**src/rtl/divider_pipe.sv**
```systemverilog
// divider_pipe: N-stage restoring integer divider, one quotient bit per stage, tag and div0 carried alongside.
// Define DIVIDER_PIPE_SIGNED_EN for two's-complement operands (quotient truncates toward zero).
module divider_pipe #(
  parameter int N     = 8,
  parameter int M     = 4,
  parameter int TAG_W = 4
) (
  input  logic             clk,
  input  logic             rst,
  input  logic             in_valid,
  output logic             in_ready,
  input  logic [N-1:0]     in_dividend,
  input  logic [M-1:0]     in_divisor,
  input  logic [TAG_W-1:0] in_tag,
  output logic             out_valid,
  input  logic             out_ready,
  output logic [N-1:0]     out_quotient,
  output logic [M-1:0]     out_remainder,
  output logic             out_div0,
  output logic [TAG_W-1:0] out_tag
);

  // Handshake: a port transfers on valid && ready. in_ready = !(out_valid && !out_ready)
  // and never looks at in_valid; while stalled every stage, valid bits included, holds.
  logic                     stall;
  logic [N-1:0]             v_q;
  logic [N-1:0]             div0_q;
  logic [N-1:0][M-1:0]      r_q;
  logic [N-1:0][M-1:0]      lo_q;
  logic [N-1:0][N-1:0]      acc_q;
  logic [N-2:0][M-1:0]      dvs_q;
  logic [N-1:0][TAG_W-1:0]  tag_q;
  logic [N-1:0][M-1:0]      r_d;
  logic [N-1:0][N-1:0]      acc_d;
  logic [N-1:0]             e_dividend;
  logic [M-1:0]             e_divisor;
  logic [N-1:0]             q_res;
  logic [M-1:0]             r_res;

  assign stall    = v_q[N-1] && !out_ready;
  assign in_ready = !stall;

`ifdef DIVIDER_PIPE_SIGNED_EN
  logic [N-1:0] qneg_q;
  logic [N-1:0] rneg_q;
  logic         e_qneg;
  logic         e_rneg;

  always_comb begin
    e_rneg     = in_dividend[N-1];
    e_qneg     = in_dividend[N-1] ^ in_divisor[M-1];
    e_dividend = e_rneg ? -in_dividend : in_dividend;
    e_divisor  = in_divisor[M-1] ? -in_divisor : in_divisor;
  end
`else
  assign e_dividend = in_dividend;
  assign e_divisor  = in_divisor;
`endif

  // acc shifts dividend bits out of the top while quotient bits enter at the bottom.
  function automatic logic [M+N-1:0] step(input logic [M-1:0] r, input logic [N-1:0] acc,
                                          input logic [M-1:0] d);
    logic [M:0] t;
    logic       qb;
    t  = {r, acc[N-1]};
    qb = (t >= {1'b0, d});
    if (qb) t = t - {1'b0, d};
    return {t[M-1:0], acc[N-2:0], qb};
  endfunction

  always_comb begin
    {r_d[0], acc_d[0]} = step('0, e_dividend, e_divisor);
    for (int k = 1; k < N; k++) begin
      {r_d[k], acc_d[k]} = step(r_q[k-1], acc_q[k-1], dvs_q[k-1]);
    end
  end

  always_ff @(posedge clk) begin
    if (rst) begin
      v_q    <= '0;
      div0_q <= '0;
      r_q    <= '0;
      lo_q   <= '0;
      acc_q  <= '0;
      dvs_q  <= '0;
      tag_q  <= '0;
`ifdef DIVIDER_PIPE_SIGNED_EN
      qneg_q <= '0;
      rneg_q <= '0;
`endif
    end else if (!stall) begin
      v_q      <= {v_q[N-2:0], in_valid};
      div0_q   <= {div0_q[N-2:0], (in_divisor == '0)};
      r_q      <= r_d;
      acc_q    <= acc_d;
      lo_q     <= {lo_q[N-2:0], in_dividend[M-1:0]};
      tag_q    <= {tag_q[N-2:0], in_tag};
      dvs_q[0] <= e_divisor;
      for (int k = 1; k < N - 1; k++) dvs_q[k] <= dvs_q[k-1];
`ifdef DIVIDER_PIPE_SIGNED_EN
      qneg_q   <= {qneg_q[N-2:0], e_qneg};
      rneg_q   <= {rneg_q[N-2:0], e_rneg};
`endif
    end
  end

  // Sign fix-up and the divide-by-zero override both live at the output stage.
  always_comb begin
`ifdef DIVIDER_PIPE_SIGNED_EN
    q_res = qneg_q[N-1] ? -acc_q[N-1] : acc_q[N-1];
    r_res = rneg_q[N-1] ? -r_q[N-1] : r_q[N-1];
`else
    q_res = acc_q[N-1];
    r_res = r_q[N-1];
`endif
    out_valid     = v_q[N-1];
    out_div0      = div0_q[N-1];
    out_tag       = tag_q[N-1];
    out_quotient  = div0_q[N-1] ? '1 : q_res;
    out_remainder = div0_q[N-1] ? lo_q[N-1] : r_res;
  end

endmodule

```
**config.mk**
```make
export PLATFORM = sky130hd
export DESIGN_NAME = divider_pipe
export DESIGN_NICKNAME = d
export VERILOG_FILES = /design/src/rtl/divider_pipe.sv
export SDC_FILE = /design/constraint.sdc
export NUM_CORES = 1
export LEC_CHECK = 0
export ABC_CLOCK_PERIOD_IN_PS = 3600
export BUFFER_PORTS_ARGS = -buffer_cell sky130_fd_sc_hd__buf_2
export CORE_AREA = 3 3 119 121
export DETAILED_ROUTE_END_ITERATION = 8
export DIE_AREA = 0 0 122 124
export GPL_TIMING_DRIVEN = 0
export PLACE_DENSITY = 0.85
export REMOVE_ABC_BUFFERS = 1
export SLEW_MARGIN = 10
export SYNTH_ARGS = -nofsm -noshare
export SYNTH_HDL_FRONTEND = slang
export SYNTH_SLANG_ARGS = --single-unit
```
**constraint.sdc**
```tcl
create_clock -name clk -period 3.6 [get_ports clk]
set_input_delay 0.36 -clock clk [delete_from_list [all_inputs] [get_ports clk]]
set_output_delay 0.36 -clock clk [all_outputs]
set_load 0.02 [all_outputs]
```
Word-level counts from Yosys, hierarchy flattened
Cells that the tools add are included.
{"block": "word_totals", "ff_bits": 204, "input_bits": 20, "out_inout_bits": 19, "word_cells": 71}
{"block": "classes", "n_addsub": 8, "order_cmp": 8, "n_mux": 10, "reduce_logical": 4}
{"operator": "4-bit two-way mux", "count": 9}
{"operator": "5-bit by 4-bit >= comparator with 1-bit output", "count": 7}
{"operator": "4-bit subtractor", "count": 7}
{"operator": "8-bit two-way mux", "count": 1}
{"operator": "1-bit by 4-bit >= comparator with 1-bit output", "count": 1}
{"operator": "4-bit zero test", "count": 1}
{"operator": "1-bit by 4-bit subtractor with 4-bit output", "count": 1}
{"operator": "1-bit zero test", "count": 2}
{"operator": "1-bit logical AND", "count": 1}

Depth between registers and ports, before layout
Gate-level depths: netlist (run 1).
{"block": "depth", "depth_word": 3, "depth_mapped": 7, "depth_no_buf": 7}

Least setup slack after synthesis (run 1)
No wires, ideal clock.
{"block": "synth_path", "path_type": "register -> register", "startpoint": "register dvs_q[9] (netlist name)", "endpoint": "register r_q[12] (netlist name)", "setup_time_ps": 117, "arrival_ps": 1653, "required_ps": 3483, "slack_ps": 1830, "path_stages_with_launch": 7, "path_buffers": 0, "period_less_slack_ps": 1770, "cell_sequence": "dfxtp_1 inv_1 ha_1 nor2b_4 o31a_4 or3_1 a32o_1"}
{"block": "synth_via", "elab_chain_cells": 2}
{"item": "from (decl)", "line": "31", "source": "logic [N-2:0][M-1:0] dvs_q;"}
{"item": "5-bit by 4-bit >= comparator with 1-bit output", "line": "66", "source": "qb = (t >= {1'b0, d});"}
{"item": "4-bit two-way mux", "line": "67", "source": "if (qb) t = t - {1'b0, d};"}
{"item": "to (signal assigned)", "line": "94", "source": "r_q <= r_d;"}
{"item": "to (decl)", "line": "28", "source": "logic [N-1:0][M-1:0] r_q;"}
No other way between the ends.
A chain may end at the register's enable or synchronous reset.

Worst setup path in the final report (run 1)
{"block": "layout_path", "startpoint": "register v_q[7]", "endpoint": "output port in_ready"}
{"block": "layout_via", "elab_chain_cells": 2}
{"item": "from (decl)", "line": "26", "source": "logic [N-1:0] v_q;"}
{"item": "from (signal assigned)", "line": "92", "source": "v_q <= {v_q[N-2:0], in_valid};"}
{"item": "1-bit logical AND", "line": "40", "source": "assign stall = v_q[N-1] && !out_ready;"}
{"item": "1-bit zero test"}
{"item": "to (decl)", "line": "11", "source": "output logic in_ready,"}
No other way between the ends.

==> results of run 1 <==
==> cell families after synthesis <==
family	Yosys count
xor+xnor	7
compound gates	212
flops	182
mux	5
fa+ha+maj	37
buf+inv	102
simple gates	416
==> sequential cells by signal (all words and copies together), names as in the netlist, 4 cells and up <==
signal,flops
acc_d,34
div0_q,8
dvs_q,28
lo_q,29
out_tag,4
q_res,8
r_q,28
r_res,4
tag_q,28
v_q,8
==> power groups by stage <==
stage	logic (mW)	clock network (mW)	registers, mW
CTS	1.16	1.84	2.29
floorplan	0.905	0	2.30
global placement	1.09	0	2.33
finish	1.16	1.81	2.29
global route	1.30	1.93	2.31
detailed placement	1.14	0	2.34
==> cell usage in the layout (no fill, tap or decap), types with 8 or more instances in the layout <==
cell type	instances
dfxtp_1	182
or3_1	14
o21ai_0	21
or2_2	8
buf_2	37
nor3_1	15
clkbuf_16	17
nand2_1	298
nor2b_4	8
ha_1	30
o21a_1	8
a32o_1	14
nor4_1	13
a21oi_1	143
nor2_1	34
inv_1	38
==> final cells by class <==
cell class,instances,area (sq um)
well taps,176,220
inverters,39,151
multi-input cells,677,3760
flip-flops and latches,182,3640
clock inverters,11,126
fillers,1050,4430
clock buffers,20,457
repair buffers,47,397
==> routing by layer <==
metal | track usage, % | routed length, um | vias to the layer above
met5 | 0 | 0 | -
met4 | 6.44 | 216 | 0
met3 | 5.04 | 628 | 23
met2 | 37.6 | 8010 | 128
met1 | 27.3 | 6870 | 2978
li1 | - | - | 3224
==> how the worst min path moves through the flow <==
stage	endpoint	depth (start not counted)
6_report	acc_q[7]$_SDFFE_PP0N_	3
4_1_cts	acc_d[15]$_SDFFE_PP0N_	3
5_1_grt	acc_d[14]$_SDFFE_PP0N_	3
3_5_place_dp	q_res[5]$_SDFFE_PP0N_	2
3_3_place_gp	out_tag[0]$_SDFFE_PP0N_	2
2_1_floorplan	q_res[1]$_SDFFE_PP0N_	2
==> tightest hold or removal path, stage by stage <==
cell	delay, ns
buf_2	0.09
nand2_1	0.04
a21oi_1	0.05
==> per-stage QoR <==
| step | power, mW | TNS [ns] | area, sq um | instances |
|---|---|---|---|---|
| after global routing | 5.54 | 0 | 8760 | 1152 |
| after global placement | 3.42 | -2902.98 | 7950 | 1112 |
| after CTS | 5.29 | 0 | 8760 | 1152 |
| final | 5.27 | 0 | 8760 | 1152 |
| after floorplan | 3.21 | -1509.13 | 7540 | 898 |
| after detailed placement | 3.47 | 0 | 8180 | 1121 |
==> results.toml, run 1 <==
[outcome]
status = "finished clean"

[routing]
antenna_left = 0
routedWlPerCell_um = 13.7
drt-initial-drc-count = 575
drt-total-wl_um = 15700
drc = 0
dr.pass1.iters = 5
vias = 6353
via_per_inst = 5.51

[yosys]
netlist_instances = 961
synth_commonest_cells = "nand2_1 (298), dfxtp_1 (182), a21oi_1 (143), inv_1 (39), nor2_1 (36)"
synth_most_common_cell = "nand2_1"
synthMuxAreaShare_pct = 0.703
synth_top_area_share_pct = 46.5
syn_avg_cell_area_sq_um = 8.15
synth_top_area_cell = "dfxtp_1"
synth_area_sq_mm = 0.00783
ys_async_sr_fraction_pct = 0
synth_warnings = 0
synth_top_family_by_area = "simple AND/OR/NAND/NOR gates"
synth_area_leaders = "dfxtp_1 (47%), nand2_1 (14%), a21oi_1 (9.1%), ha_1 (4.8%), inv_1 (1.9%)"
ys_types = 35
ys_seq_area_share_pct = 46.5
synthAdderAreaFrac_pct = 6.58
ys.flop_type = "dfxtp_1"
synth-simple-area-share_pct = 23.2
ys_ff_latch = 182
synth_xor_area_share_pct = 0.783
synth_edf_count = 0
synth_compound_area_share_pct = 16.6

[setup_path]
critPathTopFamily = "buffers and inverters"
regToRegSetupSlack_ns = 1.12
cp-end-kind = "output port"
cp-start-kind = "register"
worst-path-stages = 7
cpMaxStageDelayCell = "nor2b_4"
path_cells = "nor2b_4, buf_16, buf_12, buf_12, inv_6, buf_16, buf_2"
crit_end = "in_ready"
cp_num_buf_inv = 6
rr_worst_depth = 9
crit_path_start = "v_q[7]$_SDFFE_PP0N_"
r2r_end = "r_res[3]$_SDFFE_PP0N_"
r2r_start = "v_q[7]$_SDFFE_PP0N_"
critPathRequiredTime_ns = 3.24
slowest_delay_ns = 0.37
critPathArrivalTime_ns = 2.60
worstPathMaxFanout = 97
crit_type = "register to output port"

[finish]
areaGrowthSynthToFinish_pct = 11.8
diodes = 0
postLayoutCoreUtil_pct = 66.4
layout.nets = 1021
drive_gt1_share_pct = 11.0

[sta]
finalMaxSlewViolations = 0
fin_skew_ns = 0.00473
max_freq_ghz = 0.338
slew_headroom_pct = 64.2
whs_ns = 0.172
tightest_slew_ns = 0.537
layout_setup_ws_ns = 0.644
finalCritPeriodShare_pct = 82.1
rsz0062_at_grt = "false"
hold_viol = 0
period_needed_ns = 2.96
setup_viol = 0

[clocking]
cts_setup_buffers = 0
clk_latency_ns = 0.43
clkTransAtPathRegs_ns = 0.06
cts-root-buf = "clkbuf_16"
ctsResizeCount = 0
cts_tree = "built"
clockBufferDepth = 2
htreeDepth = 4
clock-sinks = 182
cts_buffers = 17
hold_buffers = 0

[placed_design]
hpwlAfterDp_um = 9680
port_buffers = 38
gp_congestion = 0.889
pre_cts_slack_ns = 1.00

[grt]
grt.total_usage_pct = 21.8
grt_pass1_vias = 5915
grt_max_degree = 101
grt_pass1_wl_um = 26900
antenna_found_initial = 0
overflow = 0

[power_and_ir_drop]
ir_drop_uv = 396
power.density_mw_per_mm2 = 602
p_int_mw = 3.77
p_leak_nw = 3.32
pwr-share-clk_pct = 34.4
seq_power_share_pct = 43.5
combinationalPowerShare_pct = 22.1
p_sw_mw = 1.50
swShare_pct = 28.4

[worst_hold_path]
hold_path.class = "input port to register"
min_from = "in_dividend[6]"

[flow_run]
drv_cap = 0

[floorplanning]
initial_utilization_pct = 59.4
die_w_um = 122
dieArea_sq_mm = 0.0151
die-height_um = 124
rows = 42
coreArea_sq_mm = 0.0132
io_pins = 39
(Power assumes the default switching activity.)
==> inputs of run 2 (changes only) <==
- ABC_AREA: not set -> 1
- ABC_CLOCK_PERIOD_IN_PS: 3600 -> 2830
- CORE_AREA: 3 3 119 121 -> 3 3 121 123
- DIE_AREA: 0 0 122 124 -> 0 0 124 126
- clock period: 3.6 -> 2.83 ns (I/O delays scaled with it)
==> results.toml, run 2 <==
[yosys]
ys_async_sr_fraction_pct = 0
synth_most_common_cell = "nor2_1"
ys_types = 28
synth_top_area_cell = "dfxtp_1"
synth_area_leaders = "dfxtp_1 (45%), nor2_1 (13%), o21ai_0 (10%), ha_1 (4.6%), nand2_1 (4.5%)"
netlist_instances = 1073
synth_area_sq_mm = 0.00809
synth_top_area_share_pct = 45.0
synth_warnings = 0
syn_avg_cell_area_sq_um = 7.54
synth_commonest_cells = "nor2_1 (291), dfxtp_1 (182), o21ai_0 (162), nand2_1 (97), inv_1 (76)"
synth_edf_count = 0
ys.flop_type = "dfxtp_1"
ys_seq_area_share_pct = 45.0
ys_ff_latch = 182

[power_and_ir_drop]
combinationalPowerShare_pct = 13.6
p_sw_mw = 1.56
power.density_mw_per_mm2 = 670
swShare_pct = 26.4
p_int_mw = 4.36
p_leak_nw = 3.77
ir_drop_uv = 479
pwr-share-clk_pct = 39.7
total_power_mw = 5.92
seq_power_share_pct = 46.6

[flow_run]
drv_cap = 0

[grt]
grt_pass1_vias = 6318
overflow = 0
grt.total_usage_pct = 20.9
antenna_found_initial = 0
grt_pass1_wl_um = 27000
grt_max_degree = 128

[setup_path]
crit_type = "register to output port"
critPathRequiredTime_ns = 2.55
cp-end-kind = "output port"
r2r_start = "v_q[7]$_SDFFE_PP0N_"
crit_end = "in_ready"
cp-start-kind = "register"
worstPathMaxFanout = 127
rr_worst_depth = 8
crit_path_start = "v_q[7]$_SDFFE_PP0N_"
regToRegSetupSlack_ns = 0.65
r2r_end = "r_q[11]$_SDFFE_PP0N_"
critPathArrivalTime_ns = 1.90

[sta]
rsz0062_at_grt = "false"
slew_headroom_pct = 52.3
whs_ns = 0.0759
finalMaxSlewViolations = 0
hold_viol = 0
period_needed_ns = 2.18
fin_skew_ns = 0.0123
max_freq_ghz = 0.458
tightest_slew_ns = 0.716
finalCritPeriodShare_pct = 77.1
setup_viol = 0

[placed_design]
port_buffers = 38
hpwlAfterDp_um = 9140
gp_congestion = 0.761
dp_cells = 1230
dpl_cell_area_sq_mm = 0.00823

[finish]
largest_reg_flops = 34
areaGrowthSynthToFinish_pct = 9.10
sequential_cell_area_sq_mm = 0.00364
multiInputGateArea_sq_mm = 0.00379
layout_common_cells = "nor2_1 (291), dfxtp_1 (182), o21ai_0 (162)"
final_common_cell = "nor2_1"
final_cells = 1262
nFillCells = 1183
diodes = 0
layout.nets = 1126
drive_gt1_share_pct = 11.2
design_area_sq_mm = 0.00883

[floorplanning]
initial_utilization_pct = 58.8
coreArea_sq_mm = 0.0138
io_pins = 39
die-height_um = 126
rows = 43
die_w_um = 124
dieArea_sq_mm = 0.0156

[clocking]
clock-sinks = 182
hold_buffers = 0
htreeDepth = 4
cts_buffers = 17
cts_setup_buffers = 0
cts_tree = "built"
clockBufferDepth = 2
cts-root-buf = "clkbuf_16"
clk_latency_ns = 0.43
clkTransAtPathRegs_ns = 0.07
ctsResizeCount = 0

[worst_hold_path]
hold_path.class = "input port to register"
min_from = "in_dividend[0]"
hold_depth = 3

[routing]
drt-initial-drc-count = 504
vias = 6638
routedWlPerCell_um = 12.3
drc = 0
via_per_inst = 5.26
dr.pass1.iters = 5
drt-total-wl_um = 15500
antenna_left = 0

[outcome]
status = "finished clean"
run 2: cell count changes after synthesis, moves of 19 or more:
cell,change
nand2_1,-201
o21ai_0,+141
nor2_1,+255
a21oi_1,-75
nand3_1,+27
inv_1,+37
clkbuf_1,-19
run 2: worst min path at each step:
| stage | endpoint | slack (ns) |
|---|---|---|
| 3_3_place_gp | v_q[6]$_SDFFE_PP0N_ | 0.44 |
| 5_1_grt | acc_d[15]$_SDFFE_PP0N_ | 0.07 |
| 3_5_place_dp | v_q[6]$_SDFFE_PP0N_ | 0.45 |
| 6_report | lo_q[0]$_SDFFE_PP0N_ | 0.08 |
| 4_1_cts | lo_q[0]$_SDFFE_PP0N_ | 0.07 |
| 2_1_floorplan | acc_d[9]$_SDFFE_PP0N_ | 0.35 |
run 2: cells by family (layout without fill, tap and decap cells):
logic type               Yosys count  after routing  share of synthesized area, %
AND/OR/NAND/NOR                  470            470                          25.2
flip-flops                       182            182                          45.0
AO/OA/AOI/OAI                    241            241                          15.2
buffers and inverters            143            152                          8.29
adder cells (fa/ha/maj)           37             37                          6.37
run 2: routing by layer:
| metal | global-route usage [%] | vias up | share of wire (%) | wire length (um) |
|---|---|---|---|---|
| li1 | - | 3447 | - | - |
| met1 | 26.0 | 3053 | 45 | 7030 |
| met2 | 36.0 | 117 | 50 | 7740 |
| met3 | 4.98 | 21 | 3.3 | 515 |
| met4 | 6.06 | 0 | 1.2 | 189 |
| met5 | 0 | - | 0 | 0 |
run 2: cell type report:
type | instances | share of cell area, %
Sequential cell | 182 | 41.3
Multi-Input combinational cell | 748 | 42.9
Tap cell | 180 | 2.55
Clock inverter | 12 | 1.59
Timing Repair Buffer | 41 | 3.09
Inverter | 79 | 3.44
Clock buffer | 20 | 5.17
run 2: worst max-delay path: stages (launching register included):
cell     delay (ns)
dfxtp_1        0.37
nand2_8        0.36
buf_16         0.39
buf_2          0.25
run 2: stage by stage:
step	worst slack, ns	util, %	setup TNS, ns
detailed placement	0.665	59.8	0
finish	0.649	64.1	0
global route	0.475	64.1	0
floorplan	-0.362	-	-21.88
global placement	-1.63	59.1	-173.83
CTS	0.663	64.1	0
run 2: power groups by stage:
| stage | registers [mW] | logic [mW] | clock network, mW |
|---|---|---|---|
| after detailed placement | 2.81 | 0.796 | 0 |
| after global placement | 2.81 | 0.766 | 0 |
| after floorplan | 2.79 | 0.645 | 0 |
| after global routing | 2.77 | 0.929 | 2.50 |
| after CTS | 2.76 | 0.809 | 2.38 |
| final | 2.76 | 0.807 | 2.35 |
==> inputs of run 3 (changes only) <==
- ABC_CLOCK_PERIOD_IN_PS: 2830 -> 1850
- CORE_AREA: 3 3 121 123 -> 3 3 126 128
- DIE_AREA: 0 0 124 126 -> 0 0 129 131
- PLACE_DENSITY: 0.85 -> 0.82
- clock period: 2.83 -> 1.85 ns (I/O delays scaled with it)
==> results.toml, run 3 (synthesis gave the netlist of run 2 again) <==
[setup_path]
crit_type = "register to register"
critPathArrivalTime_ns = 2.10
worstPathMaxFanout = 3
path_cells = "inv_1, ha_1, fa_1, nand2_1, nand2_1, or2_2, a21oi_2, nor3_1"
cpMostUsedCell = "nand2_1"
cp_num_buf_inv = 1
critPathRequiredTime_ns = 2.17
cp-start-kind = "register"
cpMaxStageDelayCell = "fa_1"
critPathTopFamily = "adder cells"
slowest_delay_ns = 0.40
cp-end-kind = "register"

[placed_design]
gp_congestion = 0.815
port_buffers = 38
pre_cts_slack_ns = -0.450
hpwlAfterDp_um = 8880

[floorplanning]
coreArea_sq_mm = 0.0150
rows = 45
initial_utilization_pct = 54.0
dieArea_sq_mm = 0.0169
die-height_um = 131
io_pins = 39
die_w_um = 129

[finish]
drive_gt1_share_pct = 11.6
diodes = 0
final_common_cell = "nor2_1"
layout_common_cells = "nor2_1 (291), dfxtp_1 (181), o21ai_0 (162)"
areaGrowthSynthToFinish_pct = 12.0
largest_reg_flops = 34
postLayoutCoreUtil_pct = 60.5
layout.nets = 1142
nFillCells = 1304

[routing]
drt-total-wl_um = 17000
routedWlPerCell_um = 13.2
drc = 0
drt-initial-drc-count = 465
dr.pass1.iters = 5
via_per_inst = 5.33
vias = 6855
antenna_left = 0

[sta]
hold_viol = 0
setup_viol = 0
period_needed_ns = 1.78
layout_setup_ws_ns = 0.0718
fin_skew_ns = 0.00861
tightest_slew_ns = 0.771
max_freq_ghz = 0.562
tns_ns = 0
finalCritPeriodShare_pct = 96.1
slew_headroom_pct = 48.6
finalMaxSlewViolations = 0

[grt]
grt_pass1_wl_um = 28100
overflow = 0
grt_max_degree = 101
grt.total_usage_pct = 20.3
grt_pass1_vias = 6442
antenna_found_initial = 0

[power_and_ir_drop]
ir_drop_uv = 711
power.density_mw_per_mm2 = 982
p_leak_nw = 3.88

[clocking]
cts_tree = "built"
cts_buffers = 17
cts_setup_buffers = 0
htreeDepth = 4
clkTransAtPathRegs_ns = 0.06
clk_latency_ns = 0.44
cts-root-buf = "clkbuf_16"
clockBufferDepth = 2
clock-sinks = 182

[outcome]
status = "finished clean"

[flow_run]
drv_cap = 0

[worst_hold_path]
hold_path.class = "input port to register"
run 3: per-stage QoR:
stage               cell area, sq um  cells  total power, mW  hold slack [ns]
floorplan                       7720   1009             5.26            0.254
global placement                8150   1235             5.46            0.406
detailed placement              8240   1238             5.51            0.415
CTS                             9010   1284             8.91           0.0110
global route                    9060   1286             9.30           0.0442
finish                          9060   1286             8.90           0.0238
run 3: path summary, 6_finish.rpt:
kind | startpoint | to | slack, ns | depth (start not counted)
worst max register to register | lo_q[24]$_SDFFE_PP0N_ | r_res[2]$_SDFFE_PP0N_ | 0.07 | 8
worst max-delay path | lo_q[24]$_SDFFE_PP0N_ | r_res[2]$_SDFFE_PP0N_ | 0.07 | 8
worst min register to register | v_q[6]$_SDFFE_PP0N_ | v_q[6]$_SDFFE_PP0N_ | 0.46 | 2
worst min-delay path | in_divisor[0] | dvs_q[0]$_SDFFE_PP0N_ | 0.02 | 3
run 3: per-layer routing:
layer	vias to the layer above	global-route usage, %	wire length (um)
li1	3482	-	-
met1	3179	23.6	7370
met2	171	37.0	8530
met3	23	4.11	847
met4	0	7.16	239
met5	-	0	0
run 3: cell type report:
type / count / area [sq um] / share of cell area (%)
repair buffers: 56 / 498 / 5.49
well taps: 188 / 235 / 2.60
flip-flops and latches: 182 / 3640 / 40.2
multi-input cells: 749 / 3810 / 42.0
clock buffers: 20 / 447 / 4.93
clock inverters: 12 / 104 / 1.15
inverters: 79 / 325 / 3.59
run 3: report_power, final:
group          internal [mW]  switching, mW  total, mW
Clock                   1.88           1.52       3.41
Combinational          0.492          0.784       1.28
Sequential              4.11          0.109       4.21
Total                   6.48           2.41       8.90
run 3: tightest hold or removal path: cells and delay by family:
kind / cells / cell delay [ns]
simple gates: 2 / 0.13
buf+inv: 1 / 0.11
run 3: what timing repair did:
item	CTS	global route
hold endpoints to repair	11	0
pin swaps	0	1
resized for setup	3	4
hold buffers	11	0
gates cloned	3	2
setup endpoints to repair	110	55
